===== src/rtl/sl_rx_buffered.sv =====
// Serial-line receiver: decodes the two-wire SL line, checks length/odd parity and buffers
// good words in a show-ahead FIFO. Define SL_RX_GAP_TIMEOUT_EN to build the inter-bit gap timeout.
module sl_rx_buffered #(
    parameter int unsigned DATA_WIDTH   = 32,
    parameter int unsigned FIFO_DEPTH   = 4,
    parameter int unsigned STROB_POS    = 3,
    parameter int unsigned BIT_END_MAX  = 32,
    parameter int unsigned GAP_MAX      = 64,
    parameter int unsigned CONFIG_WIDTH = 16,
    parameter int unsigned STATUS_WIDTH = 16
) (
    input  logic                    clk,
    input  logic                    rst_n,
    input  logic                    serial_line_zeroes_a,
    input  logic                    serial_line_ones_a,
    input  logic [CONFIG_WIDTH-1:0] wr_config_w,
    input  logic                    wr_enable,
    input  logic                    clr_flags,
    input  logic                    rd_en,
    output logic [31:0]             data_w,
    output logic [STATUS_WIDTH-1:0] status_w,
    output logic [CONFIG_WIDTH-1:0] r_config_w,
    output logic                    irq
);

    localparam int unsigned AW  = $clog2(FIFO_DEPTH);
    localparam int unsigned CW  = AW + 1;
    localparam int unsigned BCW = (($clog2(DATA_WIDTH + 2) > 6) ? $clog2(DATA_WIDTH + 2) : 6) + 1;
    localparam int unsigned CCW = $clog2(BIT_END_MAX + 1) + 1;
    localparam logic [BCW-1:0] BitCntMax = BCW'(DATA_WIDTH + 2);

    typedef enum logic [1:0] {StIdle, StDetect, StWaitEnd, StErr} state_e;

    state_e                r_state, w_state_nxt;
    logic                  r_z_meta, r_z_sync, r_o_meta, r_o_sync;
    logic [7:0]            r_z_hist, r_o_hist;
    logic [CCW-1:0]        r_cycle_cnt;
    logic [BCW-1:0]        r_bit_cnt;
    logic [DATA_WIDTH:0]   r_shift, w_shift_d, w_par_mask;
    logic [DATA_WIDTH-1:0] w_data_mask, r_push_data;
    logic                  r_push_pend, r_wrp, r_wlc, r_pef, r_lef, r_ovf, r_irq;
    logic [DATA_WIDTH-1:0] r_mem [FIFO_DEPTH];
    logic [AW-1:0]         r_wr_ptr, r_rd_ptr;
    logic [CW-1:0]         r_count;

    logic w_bit_start, w_bit_end, w_strobe, w_bit0, w_bit1, w_stop, w_start, w_word_end;
    logic w_len_ok, w_par_ok, w_set_wlc, w_set_pef, w_set_lef, w_gap_to;
    logic w_pop, w_push, w_full, w_ovf_set, w_cfg_ok, w_irq_d;
    logic [5:0] w_bq, w_wr_bq;

    assign w_bq    = r_config_w[6:1];
    assign w_wr_bq = wr_config_w[6:1];

    always_ff @(posedge clk or negedge rst_n) begin
        if (!rst_n) begin
            r_z_meta <= 1'b1;
            r_z_sync <= 1'b1;
            r_o_meta <= 1'b1;
            r_o_sync <= 1'b1;
            r_z_hist <= 8'hFF;
            r_o_hist <= 8'hFF;
        end else begin
            r_z_meta <= serial_line_zeroes_a;
            r_z_sync <= r_z_meta;
            r_o_meta <= serial_line_ones_a;
            r_o_sync <= r_o_meta;
            r_z_hist <= {r_z_hist[6:0], r_z_sync};
            r_o_hist <= {r_o_hist[6:0], r_o_sync};
        end
    end

    assign w_bit_start = (r_z_hist == 8'hF0) || (r_o_hist == 8'hF0);
    assign w_bit_end   = (r_z_hist[3:0] == 4'hF) && (r_o_hist[3:0] == 4'hF);

    always_ff @(posedge clk or negedge rst_n) begin
        if (!rst_n) r_state <= StIdle;
        else        r_state <= w_state_nxt;
    end

    always_comb begin
        w_state_nxt = r_state;
        case (r_state)
            StIdle:    if (w_bit_start) w_state_nxt = StDetect;
            StDetect:  if (w_strobe) w_state_nxt = (r_z_sync && r_o_sync) ? StErr : StWaitEnd;
            StWaitEnd: begin
                if (w_bit_end)                              w_state_nxt = StIdle;
                else if (r_cycle_cnt >= CCW'(BIT_END_MAX)) w_state_nxt = StErr;
            end
            StErr:     w_state_nxt = StIdle;
            default:   w_state_nxt = StIdle;
        endcase
    end

    always_comb begin
        w_start   = (r_state == StIdle) && w_bit_start;
        w_strobe  = (r_state == StDetect) && (r_cycle_cnt == CCW'(STROB_POS));
        w_bit0    = w_strobe && !r_z_sync && r_o_sync;
        w_bit1    = w_strobe && r_z_sync && !r_o_sync;
        w_stop    = w_strobe && !r_z_sync && !r_o_sync;
        w_set_lef = (r_state == StErr);
    end

    always_comb begin
        w_data_mask = '0;
        w_par_mask  = '0;
        for (int i = 0; i < int'(DATA_WIDTH); i++) w_data_mask[i] = (i < int'(w_bq));
        for (int i = 0; i <= int'(DATA_WIDTH); i++) w_par_mask[i] = (i <= int'(w_bq));
    end

    // Parity bit lands at index BQ, so odd parity is the XOR over bits [BQ:0].
    assign w_len_ok   = (r_bit_cnt == ({{(BCW-6){1'b0}}, w_bq} + BCW'(1)));
    assign w_par_ok   = !r_config_w[0] || (^(r_shift & w_par_mask));
    assign w_set_wlc  = (w_stop && !w_len_ok) || w_gap_to;
    assign w_set_pef  = w_stop && w_len_ok && !w_par_ok;
    assign w_word_end = w_stop || w_set_lef || w_gap_to;

`ifdef SL_RX_GAP_TIMEOUT_EN
    localparam int unsigned GCW = $clog2(GAP_MAX + 1) + 1;
    logic [GCW-1:0] r_gap_cnt;

    always_ff @(posedge clk or negedge rst_n) begin
        if (!rst_n)                                                    r_gap_cnt <= '0;
        else if (r_state == StIdle && r_bit_cnt != '0 && !w_gap_to) r_gap_cnt <= r_gap_cnt + GCW'(1);
        else                                                           r_gap_cnt <= '0;
    end

    assign w_gap_to = (r_state == StIdle) && (r_bit_cnt != '0) && (r_gap_cnt == GCW'(GAP_MAX));
`else
    assign w_gap_to = 1'b0;
`endif

    always_comb begin
        w_shift_d = r_shift;
        if (w_word_end) begin
            w_shift_d = '0;
        end else if (w_bit0 || w_bit1) begin
            for (int i = 0; i <= int'(DATA_WIDTH); i++) begin
                if (r_bit_cnt == BCW'(i)) w_shift_d[i] = w_bit1;
            end
        end
    end

    always_ff @(posedge clk or negedge rst_n) begin
        if (!rst_n) begin
            r_cycle_cnt <= '0;
            r_bit_cnt   <= '0;
            r_shift     <= '0;
            r_wrp       <= 1'b0;
            r_push_pend <= 1'b0;
            r_push_data <= '0;
        end else begin
            r_cycle_cnt <= (r_state == StDetect || r_state == StWaitEnd) ?
                           r_cycle_cnt + CCW'(1) : '0;
            if (w_word_end)                                        r_bit_cnt <= '0;
            else if ((w_bit0 || w_bit1) && r_bit_cnt != BitCntMax) r_bit_cnt <= r_bit_cnt + BCW'(1);
            r_shift <= w_shift_d;
            if (w_start)         r_wrp <= 1'b1;
            else if (w_word_end) r_wrp <= 1'b0;
            r_push_pend <= w_stop && w_len_ok && w_par_ok;
            r_push_data <= r_shift[DATA_WIDTH-1:0] & w_data_mask;
        end
    end

    // A full FIFO still accepts the push when a pop frees a slot in the same cycle.
    assign w_full    = (r_count == CW'(FIFO_DEPTH));
    assign w_pop     = rd_en && (r_count != '0);
    assign w_push    = r_push_pend && (!w_full || w_pop);
    assign w_ovf_set = r_push_pend && w_full && !w_pop;

    always_ff @(posedge clk) begin
        if (w_push) r_mem[r_wr_ptr] <= r_push_data;
    end

    always_ff @(posedge clk or negedge rst_n) begin
        if (!rst_n) begin
            r_wr_ptr <= '0;
            r_rd_ptr <= '0;
            r_count  <= '0;
        end else begin
            if (w_push) r_wr_ptr <= r_wr_ptr + AW'(1);
            if (w_pop)  r_rd_ptr <= r_rd_ptr + AW'(1);
            if (w_push && !w_pop)      r_count <= r_count + CW'(1);
            else if (w_pop && !w_push) r_count <= r_count - CW'(1);
        end
    end

    assign w_cfg_ok = wr_enable && !r_wrp && !w_wr_bq[0] && (int'(w_wr_bq) >= 8) &&
                      (int'(w_wr_bq) <= int'(DATA_WIDTH));

    assign w_irq_d = r_config_w[8] ?
                     ((r_count >= CW'(FIFO_DEPTH / 2)) || r_wlc || r_pef || r_lef || r_ovf) :
                     (r_push_pend || w_set_wlc || w_set_pef || w_set_lef || w_ovf_set);

    // Set beats a simultaneous clear.
    always_ff @(posedge clk or negedge rst_n) begin
        if (!rst_n) begin
            r_config_w <= CONFIG_WIDTH'(16'h0010);
            r_wlc      <= 1'b0;
            r_pef      <= 1'b0;
            r_lef      <= 1'b0;
            r_ovf      <= 1'b0;
            r_irq      <= 1'b0;
        end else begin
            if (w_cfg_ok) r_config_w <= wr_config_w;
            r_wlc <= (r_wlc && !clr_flags) || w_set_wlc;
            r_pef <= (r_pef && !clr_flags) || w_set_pef;
            r_lef <= (r_lef && !clr_flags) || w_set_lef;
            r_ovf <= (r_ovf && !clr_flags) || w_ovf_set;
            r_irq <= w_irq_d;
        end
    end

    assign irq = r_irq;

    // Head word is zero-extended to the 32-bit data port.
    always_comb begin
        data_w = '0;
        if (r_count != '0) data_w[DATA_WIDTH-1:0] = r_mem[r_rd_ptr];
    end

    always_comb begin
        status_w          = '0;
        status_w[0]       = r_wlc;
        status_w[1]       = r_wrp;
        status_w[3]       = (r_count != '0);
        status_w[4]       = r_pef;
        status_w[5]       = r_lef;
        status_w[6]       = r_ovf;
        status_w[7]       = w_full;
        status_w[8 +: CW] = r_count;
    end

endmodule

===== config.mk =====
export PLATFORM = sky130hd
export DESIGN_NAME = sl_rx_buffered
export DESIGN_NICKNAME = d
export VERILOG_FILES = /design/src/rtl/sl_rx_buffered.sv
export SDC_FILE = /design/constraint.sdc
export NUM_CORES = 1
export LEC_CHECK = 0
export BUFFER_PORTS_ARGS = -buffer_cell sky130_fd_sc_hd__buf_2
export CORE_MARGIN = 5
export CORE_UTILIZATION = 54
export CTS_CLUSTER_SIZE = 28
export DETAILED_ROUTE_END_ITERATION = 8
export PLACE_DENSITY = 0.76
export SYNTH_ARGS = -nofsm -noshare
export SYNTH_HDL_FRONTEND = slang
export SYNTH_SLANG_ARGS = --single-unit

===== constraint.sdc =====
create_clock -name clk -period 2.9 [get_ports clk]
set_clock_uncertainty 0.1 [all_clocks]
set_input_delay 0.29 -clock clk [delete_from_list [all_inputs] [get_ports clk]]
set_output_delay 0.29 -clock clk [all_outputs]
set_load 0.005 [all_outputs]

---- Yosys cells after proc, flatten, opt, wreduce, memory -nomap -nowiden ----
Memory sizes are Yosys's and may differ from the RTL's.
Cells that the tools add are included.
word-level totals
  flip-flop bits (word level) ............. 131
  word-level logic and storage cells ...... 362
  memories kept ........................... 1
  bits of input ports ..................... 23
  output and inout bits ................... 65
  memory bits (writable) .................. 128
memory list
  memory  depth  bits a word  read ports  clocked after memory_dff  wr ports  line  RTL
  r_mem   4      32           1           0                         1         42    logic [DATA_WIDTH-1:0] r_mem [FIFO_DEPTH];
operators by class
  bitwise operators ....................... 2
  multiplexer cells ....................... 52
  reduce and logical (&&, ||, !) cells .... 132
  add/subtract/negate cells ............... 7
  magnitude comparators ................... 68
  equal/unequal tests ..................... 46
operators by type and width
  cell                 count
  $eq 7x5->1 const B   16
  $le 5x6->1 const A   16
  $lt 5x6->1 const A   16
  $reduce_bool 2->1    37
  $mux 33              2
  $reduce_and 2->1     33
  $eq 7x4->1 const B   8
  $le 4x6->1 const A   8
  $lt 4x6->1 const A   8
  $mux 1               39
  $and 33x33->33       1
  $reduce_xor 33->1    1
  $and 32x32->32       1
  $mux 32              1
  $eq 7x3->1 const B   4
  $logic_and 1x1->1    28
  $le 3x6->1 const A   4
  $lt 3x6->1 const A   4
  $eq 7x2->1 const B   3
  $mux 7               3
  $logic_or 1x1->1     18
  $eq 8x8->1 const B   2
  $add 7x1->7 const B  2
  $le 2x6->1 const A   2
  30 further kinds     50

---- Logic depth before layout (Yosys ltp) ----
  depth after elaboration ................. 10
  gate-level depth with buffers ........... 13
  mapped depth without buffers ............ 11

---- Worst setup path before layout ----
No wires, ideal clock.
  path kind ............................... flip-flop to flip-flop
  start ................................... register r_config_w[1]
  end ..................................... register r_irq, in the netlist irq
  data required time ...................... 2661 ps
  path slack .............................. -144 ps
  cell stages (with the launch flop) ...... 14
  path buffers ............................ 2
  arrival time ............................ 2805 ps
  clock period less this slack ............ 3044 ps
  library setup time ...................... 139 ps
  cell sequence ........................... dfrtp_1 clkbuf_1 inv_1 ha_1 clkbuf_1 o31ai_1 o21ai_0 and3_1 a211o_1 xor2_1 xnor3_1 xnor3_1 nand4_1 a21oi_1
between the ends
  longest elaborated chain between the ends .. 10
  elaborated cells on any way between the ends .. 47
  classes of those cells .................. 1 x add/sub; 32 x order compare; 1 x eq/ne; 1 x mux; 1 x bitwise; 11 x reduce/logical
RTL lines
  element                                   line  RTL
  start: declaration                        22    output logic [CONFIG_WIDTH-1:0] r_config_w,
  start signal: assignment                  197   r_config_w <= CONFIG_WIDTH'(16'h0010);
  start signal: assignment                  204   if (w_cfg_ok) r_config_w <= wr_config_w;
  $le 1x6->1, or another cell as far along  107   for (int i = 0; i <= int'(DATA_WIDTH); i++) w_par_mask[i] = (i <= int'(w_bq));
  $and 33x33->33                            112   assign w_par_ok = !r_config_w[0] || (^(r_shift & w_par_mask));
  $reduce_xor 33->1                         112
  $logic_or 1x1->1                          112
  $logic_not 1->1                           114   assign w_set_pef = w_stop && w_len_ok && !w_par_ok;
  $logic_and 1x1->1                         114
  $logic_or 1x1->1 * (3 in a row)           192   (r_push_pend || w_set_wlc || w_set_pef || w_set_lef || w_ovf_set);
  $mux 1 *                                  190   assign w_irq_d = r_config_w[8] ?
  named net w_irq_d                         48    logic w_pop, w_push, w_full, w_ovf_set, w_cfg_ok, w_irq_d;
  end signal: assignment                    209   r_irq <= w_irq_d;
  end: declaration                          41    logic r_push_pend, r_wrp, r_wlc, r_pef, r_lef, r_ovf, r_irq;
Mark *: on every way through the listed nets, which the timed path passes. The rest lies on a longest branch.
A chain may end at the register's enable or synchronous reset.

---- Final worst setup path ----
  start ................................... register r_config_w[3]
  end ..................................... register r_irq, in the netlist irq
The elaborated chain is that of the path after synthesis.

==> impl_results.md <==
- Outcome: finished, violations left
- Failing checks: setup timing
- Synth-to-layout area growth: 19.8%
- RSZ-0062 raised after global routing: true
- Setup Viol. Count Final: 2
- Reg clk slew, reported paths: 0.06 ns
- Number of enable flip-flop cells after synthesis: 128
- Tmin final: 2.97 ns
- Sw power: 3.01 mW
- PnR Total Power: 10.6 mW
- Most frequent cells in the layout: 128 x edfxtp_1, 107 x dfrtp_1, 80 x buf_2
- Final setup margin: -0.0732 ns
- Critical-path cell list: buf_6 -> buf_4 -> buf_8 -> o211a_1 -> o21a_1 -> a31oi_1 -> xnor2_1 -> xnor2_1 -> xnor2_1 -> xnor3_2 -> nand4_1 -> a21oi_2
- Adder-cell share of the synthesized area: 2.26%
- Final net count: 1050
- Critical Path Slowest Stage Cell: xnor3_2
- Num CTS Buffers: 26
- Slowest stage delay, CP: 0.50 ns
- Drt wl/cell: 19.5 µm
- Area taken by flip-flops and latches: 0.00715 mm²
- Max Fanout on Critical Path: 21
- Maxcap violations: 0
- Logic pwr share: 30.5%
- Drt drc: 0
- Seq pwr share: 39.6%
- Largest net degree at the start of global routing: 73
- Global-route wire length before repair: 40100 µm
- Clock power frac: 29.9%
- Distinct cells, synth: 69
- Worst Hold Class: input port to asynchronous set/reset pin
- Largest family of logic cells by synthesized area: simple AND/OR/NAND/NOR gates
- Nature of the critical path startpoint: register
- Fin. max-slew vios: 0
- Cell Pwr Density: 780 mW/mm²
- Multi-input gate area: 0.00398 mm²
- Initial antenna violation count: 0
- Register area share after synthesis: 62.8%
- Crit Path Category: register to register
- Post-route antenna net violation count: 0
- Final wirelength: 25400 µm
- Most common cell after layout, fill and taps aside: edfxtp_1
- Fillers: 1512
- Area fraction in compound gates after synthesis: 8.54%
- Via count: 7333
- Ys Warns: 0
- Die footprint: 0.0241 mm²
- CTS Sinks: 259
- Avg Inst Size Synth: 13.3 µm²
- Starting Density: 54.5%
- Total grt overflow: 0
- Boundary Pins: 88
- H-tree levels: 1
- Mapped Area: 0.0114 mm²
- Final worst-path cycle share: 103%
- Setup TNS: -0.113 ns
- Hold Fails Final Rpt: 0
- Core Box Area: 0.0209 mm²
- Rows: 53
- Count of state elements after synthesis: 259
- Int Power: 7.63 mW
- Peak supply drop: 519 µV
- CP most frequent cell: xnor2_1
- RD Place Congestion: 0.898
- Worst skew pair latency: 0.52 ns
- Diodes inserted: 0
- Slew @ Worst Pin: 0.706 ns
- Synth Flop Type: edfxtp_1
- DP Wirelength: 16600 µm
- Worst EP arrival: 3.25 ns
- Buf/Inv on CP: 3
- F_max: 0.336 GHz
- CTS Buffer Depth: 3
- CTS tree: built
- Post-synthesis simple-gate area fraction: 11.2%
- Chip Height: 155 µm
- Clk root buf: clkbuf_16
- # port buffers: 81
- Top delay family on crit path: XOR/XNOR gates
- Mux cell area share after synthesis: 8.08%
- Worst Path Required: 3.17 ns
- DIE WIDTH: 155 µm
- Post-Synth XOR/XNOR Area: 3.95%
- Switch share: 28.3%
- Vias in the first global route: 7371
- Post-synthesis async set-or-reset flop share: 50.6%
- Share of layout cells above drive strength 1: 27.8%
- Leakage: 5.46 nW
- DR iter-0 viols: 545
- Rel. slew slack: 52.3%
- Mapped Cells: 857
- Drt pass-1 iters: 5
- Detailed-route vias per instance: 5.63
- Total track usage: 20.9%
- Crit. End Element: register
state kept, by name, summed over array words and instances (netlist names):
register     count
r_ovf            1
r_o_meta         1
r_z_sync         1
r_z_hist         8
r_shift         33
irq              1
r_push_data     32
r_mem          128
r_wrp            1
r_o_hist         8
r_state          2
r_wr_ptr         2
r_rd_ptr         2
r_push_pend      1
r_bit_cnt        7
r_lef            1
r_wlc            1
r_config_w      16
r_pef            1
r_count          3
r_cycle_cnt      7
r_o_sync         1
r_z_meta         1
path summary, 6_finish.rpt:
path,slack (ns),cells after the start,startpoint,endpoint
worst max-delay path,-0.07,12,r_config_w[3]$_DFFE_PN0P_,irq$_DFF_PN0_
worst min-delay path,0.25,2,rst_n,r_cycle_cnt[6]$_DFF_PN0_
worst max register to register,-0.07,12,r_config_w[3]$_DFFE_PN0P_,irq$_DFF_PN0_
worst min register to register,0.26,0,r_o_meta$_DFF_PN1_,r_o_sync$_DFF_PN1_
max in group asynchronous,1.66,3,rst_n,r_z_hist[7]$_DFF_PN1_
min in group clk,0.26,0,r_o_meta$_DFF_PN1_,r_o_sync$_DFF_PN1_
synthesized netlist by cell type, types with 12 or more instances:
library cell / instances / area (µm²)
ha_1: 19 / 238
edfxtp_1: 128 / 3840
mux2_2: 15 / 169
o21ai_0: 36 / 180
nand3_1: 50 / 250
inv_1: 19 / 71.3
xor2_1: 15 / 131
and2_1: 52 / 325
nor2_1: 33 / 124
nand2_1: 53 / 199
xnor2_1: 26 / 228
dfrtp_1: 110 / 2750
a21oi_1: 24 / 120
dfstp_2: 21 / 552
o21a_1: 16 / 120
o21ai_1: 24 / 120
buf_4: 12 / 90.1
mux4_2: 32 / 721
clkbuf_1: 37 / 139
power by group through the flow:
stage	logic [mW]	registers, mW	clock network [mW]
finish	3.24	4.21	3.18
detailed placement	2.74	4.29	0
CTS	3.22	4.21	3.26
floorplan	1.71	4.20	0
global placement	2.70	4.28	0
global route	3.54	4.24	3.42
stage by stage:
stage          instances  setup WS, ns  hold WS, ns  utilization (%)  cell area [µm²]
2_1_floorplan        862       0.00774       -0.106                -            11400
3_3_place_gp        1223        -0.108        0.245             59.4            12400
3_5_place_dp        1223        -0.224        0.250             59.4            12400
4_1_cts             1297        -0.128        0.258             64.8            13500
5_1_grt             1302        -0.126        0.261             65.3            13600
6_report            1302       -0.0732        0.248             65.3            13600
layer usage:
metal / part of all wire, % / track usage, %
met5: 0 / 0
met4: 2.8 / 6.42
met1: 41 / 28.0
met3: 5.7 / 2.92
met2: 51 / 36.0
cell type report:
cell class                      instances  area share [%]
Clock buffer                           40            5.79
Clock inverter                          8           0.275
Inverter                               21           0.578
Multi-Input combinational cell        522            29.1
Sequential cell                       259            52.4
Tap cell                              275            2.52
Timing Repair Buffer                  177            9.24
kinds of logic after synthesis:
family	count (synthesis)
adder cells (fa/ha/maj)	20
flip-flops	259
XOR/XNOR	45
AO/OA/AOI/OAI	154
buffers and inverters	81
other	1
AND/OR/NAND/NOR	247
multiplexers	50
worst reg2reg max path: cells and delay by family, from the launching register on:
| family | cells | cell delay [ns] |
|---|---|---|
| AND/OR/NAND/NOR | 1 | 0.16 |
| buffers and inverters | 3 | 0.43 |
| AO/OA/AOI/OAI | 4 | 0.73 |
| XOR/XNOR | 4 | 1.01 |
| flip-flops | 1 | 0.42 |
timing repair:
item | in CTS | in global routing
hold buffers | 21 | 0
endpoints found under the setup margin | 3 | 3
endpoints found under the hold margin | 88 | 0
gates cloned | 0 | 0
resized for setup | 9 | 20
pin swaps | 9 | 15
buffers inserted | 5 | 5
Note: power is estimated with default switching activity, not from simulation.
